### config.mk
export PLATFORM = sky130hd
export DESIGN_NAME = inst_loader
export DESIGN_NICKNAME = d
export VERILOG_FILES = /design/src/rtl/inst_loader_pkg.sv /design/src/rtl/inst_loader_btn_debounce.sv /design/src/rtl/inst_loader.sv
export SDC_FILE = /design/constraint.sdc
export NUM_CORES = 1
export LEC_CHECK = 0
export CAP_MARGIN = 20
export CORE_ASPECT_RATIO = 0.6
export CORE_MARGIN = 8
export CORE_UTILIZATION = 33
export CTS_BUF_LIST = sky130_fd_sc_hd__clkbuf_8
export CTS_CLUSTER_DIAMETER = 80
export DETAILED_ROUTE_END_ITERATION = 6
export PLACE_DENSITY = 0.54
export SLEW_MARGIN = 25
export SYNTH_ARGS = -nofsm -noshare
export SYNTH_HDL_FRONTEND = slang
export SYNTH_HIERARCHICAL = 1
export SYNTH_SLANG_ARGS = --single-unit
### constraint.sdc
create_clock -name clk -period 1.95 [get_ports clk]
set_input_delay 0.39 -clock clk [delete_from_list [all_inputs] [get_ports clk]]
set_output_delay 0.39 -clock clk [all_outputs]
set_load 0.03 [all_outputs]
### src/rtl/inst_loader_pkg.sv
`default_nettype none
// ============================================================================
// Module   : inst_loader_pkg
// Brief    : Shared state encoding, word geometry and byte-insert helper.
// Revision : 1.0 - initial release
// ============================================================================
package inst_loader_pkg;

    localparam int BYTES_PER_WORD = 4;

    typedef logic [1:0] state_t;

    localparam state_t c_st_idle    = 2'd0;
    localparam state_t c_st_collect = 2'd1;
    localparam state_t c_st_write   = 2'd2;
    localparam state_t c_st_full    = 2'd3;

    localparam logic [1:0] c_last_byte = 2'(BYTES_PER_WORD - 1);

    // Byte 0 lands in [7:0], byte 3 in [31:24].
    function automatic logic [31:0] insert_byte(input logic [31:0] word,
                                                input logic [1:0]  idx,
                                                input logic [7:0]  data);
        logic [31:0] result;
        result = word;
        result[{idx, 3'b000} +: 8] = data;
        return result;
    endfunction

endpackage
`default_nettype wire

### src/rtl/inst_loader_btn_debounce.sv
`default_nettype none
// ============================================================================
// Module   : btn_debounce
// Brief    : 2-flop synchronizer, stability-count debouncer, rising-edge pulse.
// Revision : 1.0 - initial release
// ============================================================================
module btn_debounce #(
    parameter int DB_CYC = 16
) (
    input  logic clk,
    input  logic rst,
    input  logic btn_raw,
    output logic pulse
);

    localparam logic [15:0] c_cnt_max = 16'(DB_CYC - 1);

    logic        r_sync0;
    logic        r_sync1;
    logic        r_level;
    logic        r_level_d;
    logic [15:0] r_cnt;

    // r_cnt counts consecutive synchronized samples that disagree with the
    // debounced level; the DB_CYC-th such sample adopts the new level.
    always_ff @(posedge clk) begin
        if (rst) begin
            r_sync0   <= 1'b0;
            r_sync1   <= 1'b0;
            r_level   <= 1'b0;
            r_level_d <= 1'b0;
            r_cnt     <= '0;
        end else begin
            r_sync0   <= btn_raw;
            r_sync1   <= r_sync0;
            r_level_d <= r_level;
            if (r_sync1 == r_level) begin
                r_cnt <= '0;
            end else if (r_cnt == c_cnt_max) begin
                r_level <= r_sync1;
                r_cnt   <= '0;
            end else begin
                r_cnt <= r_cnt + 16'd1;
            end
        end
    end

    assign pulse = r_level & ~r_level_d;

endmodule
`default_nettype wire

### src/rtl/inst_loader.sv
`default_nettype none
// ============================================================================
// Module   : inst_loader
// Brief    : Assembles four switch bytes per button commit into 32-bit words
//            and writes them to consecutive instruction-memory addresses.
// Revision : 1.0 - initial release
// ============================================================================
module inst_loader
    import inst_loader_pkg::*;
#(
    parameter int ADDR_W = 6,
    parameter int DB_CYC = 16
) (
    input  logic              clk,
    input  logic              rst,
    input  logic [7:0]        sw,
    input  logic              btn,
    input  logic              load_en,
    output logic              mem_we,
    output logic [ADDR_W-1:0] mem_addr,
    output logic [31:0]       mem_wdata,
    output logic [1:0]        byte_idx,
    output logic [7:0]        led,
    output logic              full
);

    localparam logic [ADDR_W-1:0] c_addr_last = '1;

    logic              w_commit;
    logic [31:0]       w_word_next;

    state_t            r_state;
    logic [1:0]        r_byte_idx;
    logic [31:0]       r_word;
    logic [31:0]       r_wdata;
    logic [ADDR_W-1:0] r_addr;
    logic              r_we;
    logic              r_full;
    logic [7:0]        r_led;

    btn_debounce #(
        .DB_CYC (DB_CYC)
    ) u_btn_debounce (
        .clk     (clk),
        .rst     (rst),
        .btn_raw (btn),
        .pulse   (w_commit)
    );

    assign w_word_next = insert_byte(r_word, r_byte_idx, sw);

    always_ff @(posedge clk) begin
        if (rst) begin
            r_state    <= c_st_idle;
            r_byte_idx <= 2'd0;
            r_word     <= '0;
            r_wdata    <= '0;
            r_addr     <= '0;
            r_we       <= 1'b0;
            r_full     <= 1'b0;
            r_led      <= '0;
        end else begin
            r_we <= 1'b0;
            case (r_state)
                c_st_idle: begin
                    r_byte_idx <= 2'd0;
                    if (load_en) begin
                        r_state <= c_st_collect;
                    end
                end
                c_st_collect: begin
                    if (!load_en) begin
                        r_state    <= c_st_idle;
                        r_byte_idx <= 2'd0;
                        r_word     <= '0;
                    end else if (w_commit) begin
                        r_word <= w_word_next;
                        r_led  <= sw;
                        if (r_byte_idx == c_last_byte) begin
                            r_byte_idx <= 2'd0;
                            r_wdata    <= w_word_next;
                            r_we       <= 1'b1;
                            r_state    <= c_st_write;
                        end else begin
                            r_byte_idx <= r_byte_idx + 2'd1;
                        end
                    end
                end
                c_st_write: begin
                    // The write is already on the bus; only the exit is decided here.
                    if (r_addr == c_addr_last) begin
                        r_full  <= 1'b1;
                        r_state <= c_st_full;
                    end else begin
                        r_addr  <= r_addr + ADDR_W'(1);
                        r_state <= load_en ? c_st_collect : c_st_idle;
                    end
                end
                c_st_full: begin
                    r_full <= 1'b1;
                end
                default: begin
                    r_state <= c_st_idle;
                end
            endcase
        end
    end

    // Gate with rst so a reset landing on the write cycle never emits a strobe.
    assign mem_we    = r_we & ~rst;
    assign mem_addr  = r_addr;
    assign mem_wdata = r_wdata;
    assign byte_idx  = r_byte_idx;
    assign led       = r_led;
    assign full      = r_full;

endmodule
`default_nettype wire

==> out/results.ini, run 1 <==
[clock_network]
h-tree-depth=3
path_clk_slew_ps=100
clockBufferDepth=2
cts_buffers=9
cts_setup_buffers=0
clock_sinks=104
root_buffer=clkbuf_8
cts_tree=built
insertion_delay_ps=370
cts_hold_buf=0

[routing]
dr_total_vias=3696
firstDrtPassIters=4
antenna_violating_nets_post_route=0
drc=0
wl_met3_um=886
drt_iter0_drc=274
m1WireLength_um=5980
wl_per_cell_um=15.7
routed_wl_um=11500
dr_wl_met2_um=4500
avgViaCountPerCell=5.06
top_layer_used=met4

[finish]
diodes=0
syn_to_final_growth_pct=25.9
stdcell_area_mm2=0.00546
fillers=1274
layout-drive-gt1-share=0.105
nets=579

[pwr]
p_per_area_mw_per_mm2=705
ir_worst_vdd_mv=0.306
p_leak_nw=2.00

[timing]
slew_violations=0
fin_crit_sh=0.968
setup_viol=0
period_needed_ps=1890
rsz0062_at_grt=no
skew_ps=8.33
final.setup.worst_slack_ps=62.3
worst_pin_slew_ps=647
hold_viol=0
slew_headroom=0.568
timing.fmax_ghz=0.530

[floorplan]
core_mm2=0.0129
die_area_mm2=0.0172
rows=32
start_util=0.338
die_y_um=105
num_io_pins=62
die_x_um=164

[worst_hold_path]
hp-class=primary input to flip-flop
holdPathStages=2

[synthesis]
async_flop_share=0
ys.flop_type=dfxtp_1
synth_edf_count=0
synth_seq_cells=104
ys_types=45
synthTopCellsByArea=dfxtp_1 48%, nor2_1 6.7%, a221oi_1 4.8%, nor3_1 4.7%, ha_1 3.5%
syn_avg_cell_area_um2=8.89
synth_area_mm2=0.00434
synthCells=488
synth_common_cells=104 x dfxtp_1, 78 x nor2_1, 41 x nor3_1, 34 x nand2_1, 26 x inv_1
syn_nets=512
synth_top_cell_area_share=0.480
synth_largest_area_cell=dfxtp_1
ys_seq_area_frac=0.480
synthMostInstantiatedCell=dfxtp_1
synth_warnings=6

[setup_path]
r2r_setup_slack_ps=100
end_kind=output port
crit_fanout=5
ff2ff_path_depth=6
cp.arrival_ps=1500
cp-endpoint=byte_idx[1]
regToRegEndpoint=r_word[31]
regToRegStartpoint=byte_idx[0]
cp-startpoint=byte_idx[1]
crit_type=flip-flop to output port
required_ps=1560
start_kind=flip-flop

[grt]
grt_pass1_vias=3738
grt_pass1_wl_um=19100
grt_overflow=0
track_usage=0.137
antenna_found_initial=0
grt_max_degree=26

[place]
dp_hpwl_um=8310
portBuffers=61
gp_congestion=0.805
place_ws_ps=-98.0
dpl-instance-area_mm2=0.00527

[status]
status=finished, final reports clean

[flow_run]
max-cap-violations=0

-- worst max-delay path: stages, from the launching register on --
cell and delay [ps]:
dfxtp_2 330, buf_4 130, clkdlybuf4s50_1 670
-- registers in the layout, indices dropped and copies added (netlist names), 2 cells and up --
signal and flops:
mem_addr 6, led 8, r_state 2, mem_wdata 32, byte_idx 2, r_word 32, u_btn_debounce/r_cnt 16
-- routing by layer --
| metal | GRT usage | vias up |
|---|---|---|
| li1 | - | 1857 |
| met1 | 0.195 | 1739 |
| met2 | 0.195 | 90 |
| met3 | 0.0435 | 10 |
| met4 | 0.0342 | 0 |
| met5 | 0 | - |
-- cell type report --
| cell class | instances | area (µm²) | share of cell area |
|---|---|---|---|
| tap | 170 | 213 | 0.0389 |
| clock inverter | 7 | 63.8 | 0.0117 |
| timing repair buffer | 89 | 857 | 0.157 |
| sequential | 104 | 2090 | 0.382 |
| clock buffer | 9 | 124 | 0.0227 |
| multi-input combinational | 324 | 2020 | 0.369 |
| inverter | 27 | 101 | 0.0185 |
-- worst min path at each step --
stage,startpoint,endpoint
5_1_grt,rst,full
2_1_floorplan,u_btn_debounce/r_sync0,u_btn_debounce/r_sync1
3_3_place_gp,u_btn_debounce/r_sync0,u_btn_debounce/r_sync1
3_5_place_dp,u_btn_debounce/r_sync0,u_btn_debounce/r_sync1
4_1_cts,rst,full
6_report,rst,mem_addr[3]
-- through the flow --
stage                     hold slack (ps)  std cells  power [W]  setup TNS [ps]  utilization
after detailed placement              450        714    0.00259           -1280        0.410
after global routing                  447        730    0.00402               0        0.425
final                                 440        730    0.00385               0        0.425
after floorplan                       414        488    0.00244               0            -
after global placement                440        714    0.00258            -601        0.410
after CTS                             420        730    0.00389               0        0.424
-- power by group --
part / leakage, nW / internal [W] / total [W] / switching (W)
logic: 1.07 / 0.000141 / 0.000393 / 0.000252
registers: 0.839 / 0.00214 / 0.00214 / 0.00000969
clock network: 0.0962 / 0.000583 / 0.00132 / 0.000733
-- logic make-up (layout without fill, tap and decap cells) --
family | count (synthesis) | in the layout | share of synthesized area
compound gates | 90 | 90 | 0.161
fa+ha+maj | 12 | 12 | 0.0346
mux | 4 | 4 | 0.00922
simple gates | 202 | 202 | 0.227
buf+inv | 60 | 132 | 0.0571
xor+xnor | 16 | 16 | 0.0323
flops | 104 | 104 | 0.480
-- layout by cell type (no fill, tap or decap), types with 5 or more instances in the layout --
cell type	synthesis	routed
dfxtp_1	104	102
nor2_1	78	77
clkdlybuf4s50_1	0	55
nor3_1	41	41
nand2_1	34	34
inv_1	26	27
buf_4	1	26
a221oi_1	24	24
a22o_1	17	17
a21oi_1	13	13
xnor2_1	12	12
ha_1	12	11
nand3_1	9	9
o22ai_1	9	9
clkbuf_8	0	9
a32oi_1	8	8
a32o_1	8	8
nor2b_1	7	7
nor4_1	7	7
o21ai_0	5	5
nand4_1	5	5
-- repair_timing --
action                                  in CTS  in global routing
endpoints found under the setup margin       1                 22
pin swaps                                    0                  2
resized for setup                            1                  5
Note: power is estimated with default switching activity, not from simulation.
==> inputs of run 2 (changes only) <==
--- a/config.mk
+++ b/config.mk
@@ -9,10 +9,10 @@
 export CORE_ASPECT_RATIO = 0.6
 export CORE_MARGIN = 8
 export CORE_UTILIZATION = 33
-export CTS_BUF_LIST = sky130_fd_sc_hd__clkbuf_8
 export CTS_CLUSTER_DIAMETER = 80
 export DETAILED_ROUTE_END_ITERATION = 6
 export PLACE_DENSITY = 0.54
+export SKIP_CTS_REPAIR_TIMING = 1
 export SLEW_MARGIN = 25
 export SYNTH_ARGS = -nofsm -noshare
 export SYNTH_HDL_FRONTEND = slang
==> run 2 against run 1 <==
Die area unchanged. Clock skew grew 0.69 ps. Via count rose by 0.27%. Clock power is 35% higher. Total power up 12%. Maximum frequency rose by 1.1%. Largest cell class unchanged.
==> out/results.ini, run 2 (synthesis gave the netlist of run 1 again) <==
[routing]
drc=0  ; unchanged
avgViaCountPerCell=5.08  ; was 5.06
wl_per_cell_um=15.8  ; was 15.7 µm
firstDrtPassIters=5  ; was 4
drt_iter0_drc=209  ; was 274
routed_wl_um=11600  ; was 11500 µm
antenna_violating_nets_post_route=0  ; unchanged
dr_total_vias=3706  ; was 3696

[pwr]
internal_power_w=0.00327  ; was 0.00286 W
p_sw_w=0.00105  ; was 0.000995 W
seq_power_share=0.497  ; was 0.557
p_per_area_mw_per_mm2=776  ; was 705 mW/mm²
ir_worst_vdd_mv=0.393  ; was 0.306 mV
clkPwrFrac=0.411  ; was 0.341
power_frac_comb=0.092  ; was 0.102
p_sw_frac=0.243  ; was 0.258
finalPower_w=0.00432  ; was 0.00385 W
p_leak_nw=2.00  ; about the same

[timing]
slew_headroom=0.548  ; was 0.568
skew_ps=9.02  ; was 8.33 ps
fin_crit_sh=0.958  ; was 0.968
final.setup.worst_slack_ps=82.6  ; was 62.3 ps
timing.fmax_ghz=0.536  ; was 0.530 GHz
hold_viol=0  ; unchanged
setup_viol=0  ; unchanged
slew_violations=0  ; unchanged
tns_ps=0  ; unchanged
rsz0062_at_grt=no  ; unchanged
period_needed_ps=1870  ; was 1890 ps
worst_pin_slew_ps=677  ; was 647 ps

[clock_network]
h-tree-depth=3  ; unchanged
cts_buffers=9  ; unchanged
cts_tree=built  ; unchanged
insertion_delay_ps=340  ; was 370 ps
clockBufferDepth=2  ; unchanged
path_clk_slew_ps=70  ; was 100 ps
root_buffer=clkbuf_16  ; was clkbuf_8
clock_sinks=104  ; unchanged

[setup_path]
regToRegEndpoint=r_word[31]  ; unchanged
path_buf_inv=1  ; was 2
cp.arrival_ps=1480  ; was 1500 ps
end_kind=output port  ; unchanged
critical_path.cell_chain=clkdlybuf4s50_1  ; was buf_4 -> clkdlybuf4s50_1
path_delay_family=buffers and inverters  ; unchanged
cp.depth=1  ; was 2
r2r_setup_slack_ps=80  ; was 100 ps
critPathMaxStageDelay_ps=720  ; was 670 ps
required_ps=1560  ; about the same
crit_slowest_cell=clkdlybuf4s50_1  ; unchanged
regToRegStartpoint=byte_idx[0]  ; unchanged
ff2ff_path_depth=6  ; unchanged
start_kind=flip-flop  ; unchanged
crit_fanout=6  ; was 5
crit_type=flip-flop to output port  ; unchanged

[worst_hold_path]
holdPathStages=1  ; was 2
min_to=u_btn_debounce/r_sync1  ; was mem_addr[3]
hp-class=flip-flop to flip-flop  ; was primary input to flip-flop
min-delay-start=u_btn_debounce/r_sync0  ; was rst

[grt]
antenna_found_initial=0  ; unchanged
grt_max_degree=26  ; unchanged
track_usage=0.137  ; about the same
grt_pass1_wl_um=19100  ; about the same
grt_overflow=0  ; unchanged
grt_pass1_vias=3747  ; was 3738

[finish]
layout-drive-gt1-share=0.105  ; unchanged
nets=579  ; unchanged
syn_to_final_growth_pct=28.1  ; was 25.9%
fillers=1269  ; was 1274
final_cell_mix=102 x dfxtp_1, 77 x nor2_1, 58 x clkdlybuf4s50_1  ; was 102 x dfxtp_1, 77 x nor2_1, 55 x clkdlybuf4s50_1
diodes=0  ; unchanged
utilization=0.433  ; was 0.425
final_common_cell=dfxtp_1  ; unchanged

[place]
gp_congestion=0.805  ; unchanged
place_ws_ps=-98.0  ; unchanged
portBuffers=61  ; unchanged
dp_hpwl_um=8310  ; unchanged

[floorplan]
die_y_um=105  ; unchanged
rows=32  ; unchanged
start_util=0.338  ; unchanged
die_x_um=164  ; unchanged
die_area_mm2=0.0172  ; unchanged
num_io_pins=62  ; unchanged
core_mm2=0.0129  ; unchanged

[flow_run]
max-cap-violations=0  ; unchanged

[status]
status=finished, final reports clean  ; unchanged

## run 2: cell count changes in the layout (fill, tap and decap cells not counted), sizes merged
cell           before  now
inv                27   26
clkbuf              9   10
dlygate4sd2         1    0
clkdlybuf4s50      55   58
dlymetal6s2s        3    1
## run 2: metal layers
| metal | wire [µm] | part of all wire | track usage | up-vias |
|---|---|---|---|---|
| met5 | 0 | 0 | 0 | - |
| met4 | 50 | 0.0043 | 0.0355 | 0 |
| met3 | 727 | 0.063 | 0.0439 | 4 |
| met2 | 4600 | 0.40 | 0.195 | 94 |
| met1 | 6190 | 0.54 | 0.193 | 1754 |
| li1 | - | - | - | 1854 |
## run 2: per-stage QoR
step | area, µm² | instances | hold slack (ps)
after detailed placement | 5270 | 714 | 450
final | 5560 | 730 | 454
after CTS | 5550 | 730 | 459
after global routing | 5560 | 730 | 481
after global placement | 5270 | 714 | 440
after floorplan | 4350 | 488 | 414
## run 2: layout make-up
cell class / count / area [µm²] / share of cell area
well taps: 170 / 213 / 0.0382
multi-input cells: 324 / 2020 / 0.363
repair buffers: 89 / 853 / 0.153
clock buffers: 10 / 229 / 0.0412
clock inverters: 6 / 60.1 / 0.0108
flip-flops and latches: 104 / 2090 / 0.375
inverters: 27 / 101 / 0.0182
## run 2: worst reg2reg max path, delay by kind of cell, from the launching register on
kind            cells  cell delay (ps)
fa+ha+maj           1              210
compound gates      1              170
simple gates        3             1030
buf+inv             1               60
flops               1              340
## run 2: how the worst max path moves through the flow
| stage | start | endpoint |
|---|---|---|
| after floorplan | byte_idx[1] | r_word[24] |
| after global placement | load_en | r_word[28] |
| after detailed placement | load_en | r_word[10] |
| after CTS | byte_idx[0] | byte_idx[0] |
| after global routing | mem_addr[2] | mem_addr[2] |
| final | mem_addr[3] | mem_addr[3] |
## run 2: power by group through the flow
stage                     combinational (W)  clock (W)  sequential, W
after floorplan                    0.000238          0        0.00220
after global placement             0.000382          0        0.00219
after detailed placement           0.000391          0        0.00219
after CTS                          0.000394    0.00181        0.00215
after global routing               0.000432    0.00190        0.00215
final                              0.000396    0.00178        0.00215
==> inputs of run 3 (changes only) <==
--- a/config.mk
+++ b/config.mk
@@ -7,7 +7,7 @@
 export LEC_CHECK = 0
 export CAP_MARGIN = 20
 export CORE_ASPECT_RATIO = 0.6
-export CORE_MARGIN = 8
+export CORE_MARGIN = 4
 export CORE_UTILIZATION = 33
 export CTS_CLUSTER_DIAMETER = 80
 export DETAILED_ROUTE_END_ITERATION = 6
==> run 3 against run 2 <==
Sequential share of layout area is 0.051 points higher. Setup slack better by 6.1 ps. Hold slack got worse by 45 ps. Die area is 12% lower. Clock skew fell by 2.3 ps. Critical path depth rose by 1. Register-to-register slack improved by 40 ps. Maximum frequency rose by 0.33%. Non-clock buffer count shrank 2. Critical endpoint is now byte_idx[1]. Largest cell class unchanged. Highest routed layer unchanged.
==> out/results.ini, run 3 (synthesis gave the netlist of run 1 again) <==
[finish]
seq_area_mm2=0.00209  ; unchanged
final_cell_mix=102 x dfxtp_1, 77 x nor2_1, 58 x clkdlybuf4s50_1  ; unchanged
stdcell_area_mm2=0.00555  ; was 0.00556 mm²
diodes=0  ; unchanged
fillers=1249  ; was 1269
layout-drive-gt1-share=0.0971  ; was 0.105
multi_input_area_mm2=0.00202  ; about the same
syn_to_final_growth_pct=28.0  ; was 28.1%
nets=577  ; was 579
final_common_cell=dfxtp_1  ; unchanged

[clock_network]
clock_sinks=104  ; unchanged
cts_tree=built  ; unchanged
clockBufferDepth=2  ; unchanged
insertion_delay_ps=340  ; about the same
root_buffer=clkbuf_16  ; unchanged
path_clk_slew_ps=70  ; about the same
h-tree-depth=3  ; unchanged
cts_buffers=9  ; unchanged

[pwr]
finalPower_w=0.00432  ; about the same
p_leak_nw=2.00  ; about the same
p_per_area_mw_per_mm2=777  ; was 776 mW/mm²
ir_worst_vdd_mv=0.425  ; was 0.393 mV

[floorplan]
start_util=0.338  ; unchanged
num_io_pins=62  ; unchanged
core_mm2=0.0129  ; unchanged
rows=32  ; unchanged
die_y_um=96.8  ; was 105 µm
die_area_mm2=0.0151  ; was 0.0172 mm²
die_x_um=156  ; was 164 µm

[setup_path]
crit_type=flip-flop to output port  ; unchanged
cp.depth=2  ; was 1
path_delay_family=buffers and inverters  ; unchanged
path_buf_inv=2  ; was 1
crit_slowest_cell=clkdlybuf4s50_1  ; unchanged
end_kind=output port  ; unchanged
cp.arrival_ps=1470  ; was 1480 ps
critPathMaxStageDelay_ps=670  ; was 720 ps
start_kind=flip-flop  ; unchanged
crit_fanout=5  ; was 6
required_ps=1560  ; about the same
ff2ff_path_depth=6  ; unchanged
r2r_setup_slack_ps=120  ; was 80 ps
critical_path.cell_chain=buf_4 -> clkdlybuf4s50_1  ; was clkdlybuf4s50_1

[grt]
antenna_found_initial=0  ; unchanged
grt_overflow=0  ; unchanged
grt_pass1_wl_um=18900  ; was 19100 µm
grt_pass1_vias=3566  ; was 3747
grt_max_degree=33  ; was 26
track_usage=0.155  ; was 0.137

[routing]
wl_per_cell_um=15.5  ; was 15.8 µm
routed_wl_um=11300  ; was 11600 µm
drt_iter0_drc=264  ; was 209
firstDrtPassIters=5  ; unchanged
drc=0  ; unchanged
dr_total_vias=3715  ; was 3706
avgViaCountPerCell=5.12  ; was 5.08
antenna_violating_nets_post_route=0  ; unchanged

[timing]
final.setup.worst_slack_ps=88.7  ; was 82.6 ps
setup_viol=0  ; unchanged
rsz0062_at_grt=no  ; unchanged
period_needed_ps=1860  ; was 1870 ps
hold_viol=0  ; unchanged
skew_ps=6.71  ; was 9.02 ps
fin_crit_sh=0.955  ; was 0.958
worst_pin_slew_ps=671  ; was 677 ps
tns_ps=0  ; unchanged
hold_slack_ps=409  ; was 454 ps
slew_headroom=0.550  ; was 0.548
timing.fmax_ghz=0.537  ; was 0.536 GHz
slew_violations=0  ; unchanged

[status]
status=finished, final reports clean  ; unchanged

[place]
dpl-instance-area_mm2=0.00526  ; was 0.00527 mm²
dp_hpwl_um=7960  ; was 8310 µm
portBuffers=61  ; unchanged
gp_congestion=0.783  ; was 0.805
place_ws_ps=-66.5  ; was -98.0 ps

[flow_run]
max-cap-violations=0  ; unchanged

[worst_hold_path]
holdPathStages=2  ; was 1
hp-class=primary input to flip-flop  ; was flip-flop to flip-flop

[run 3: cell count changes in the layout (fill, tap and decap cells not counted), sizes merged]
cell / change
clkbuf: +1
buf: -2
clkinv: -1
clkinvlp: -2
[run 3: through the flow]
step           std cells   util
2_1_floorplan        488      -
3_3_place_gp         712  0.409
3_5_place_dp         712  0.409
4_1_cts              726  0.432
5_1_grt              726  0.432
6_report             726  0.432
[run 3: metal layers]
layer  vias to the layer above  wire length (µm)  GRT usage
met5                         -                 0          0
met4                         0                86     0.0417
met3                         7               848     0.0501
met2                        94              4600      0.204
met1                      1765              5740      0.237
li1                       1849                 -          -
[run 3: area by class of cell]
class,count,area share
repair buffers,87,0.153
inverters,27,0.0182
well taps,170,0.0383
clock buffers,11,0.0437
clock inverters,3,0.00788
multi-input cells,324,0.363
flip-flops and latches,104,0.376
[run 3: path summary, 6_finish.rpt]
kind                               start                     end
setup / recovery             byte_idx[1]             byte_idx[1]
hold / removal                       rst             byte_idx[1]
hold reg to reg   u_btn_debounce/r_sync0  u_btn_debounce/r_sync1
setup reg to reg             byte_idx[0]              r_word[28]
[run 3: power breakdown]
| part | leakage, nW | total (W) | switching [W] | internal (W) |
|---|---|---|---|---|
| sequential | 0.839 | 0.00215 | 0.00000954 | 0.00214 |
| clock | 0.141 | 0.00178 | 0.000763 | 0.00102 |
| combinational | 1.02 | 0.000392 | 0.000252 | 0.000140 |
| total | 2.00 | 0.00432 | 0.00102 | 0.00329 |
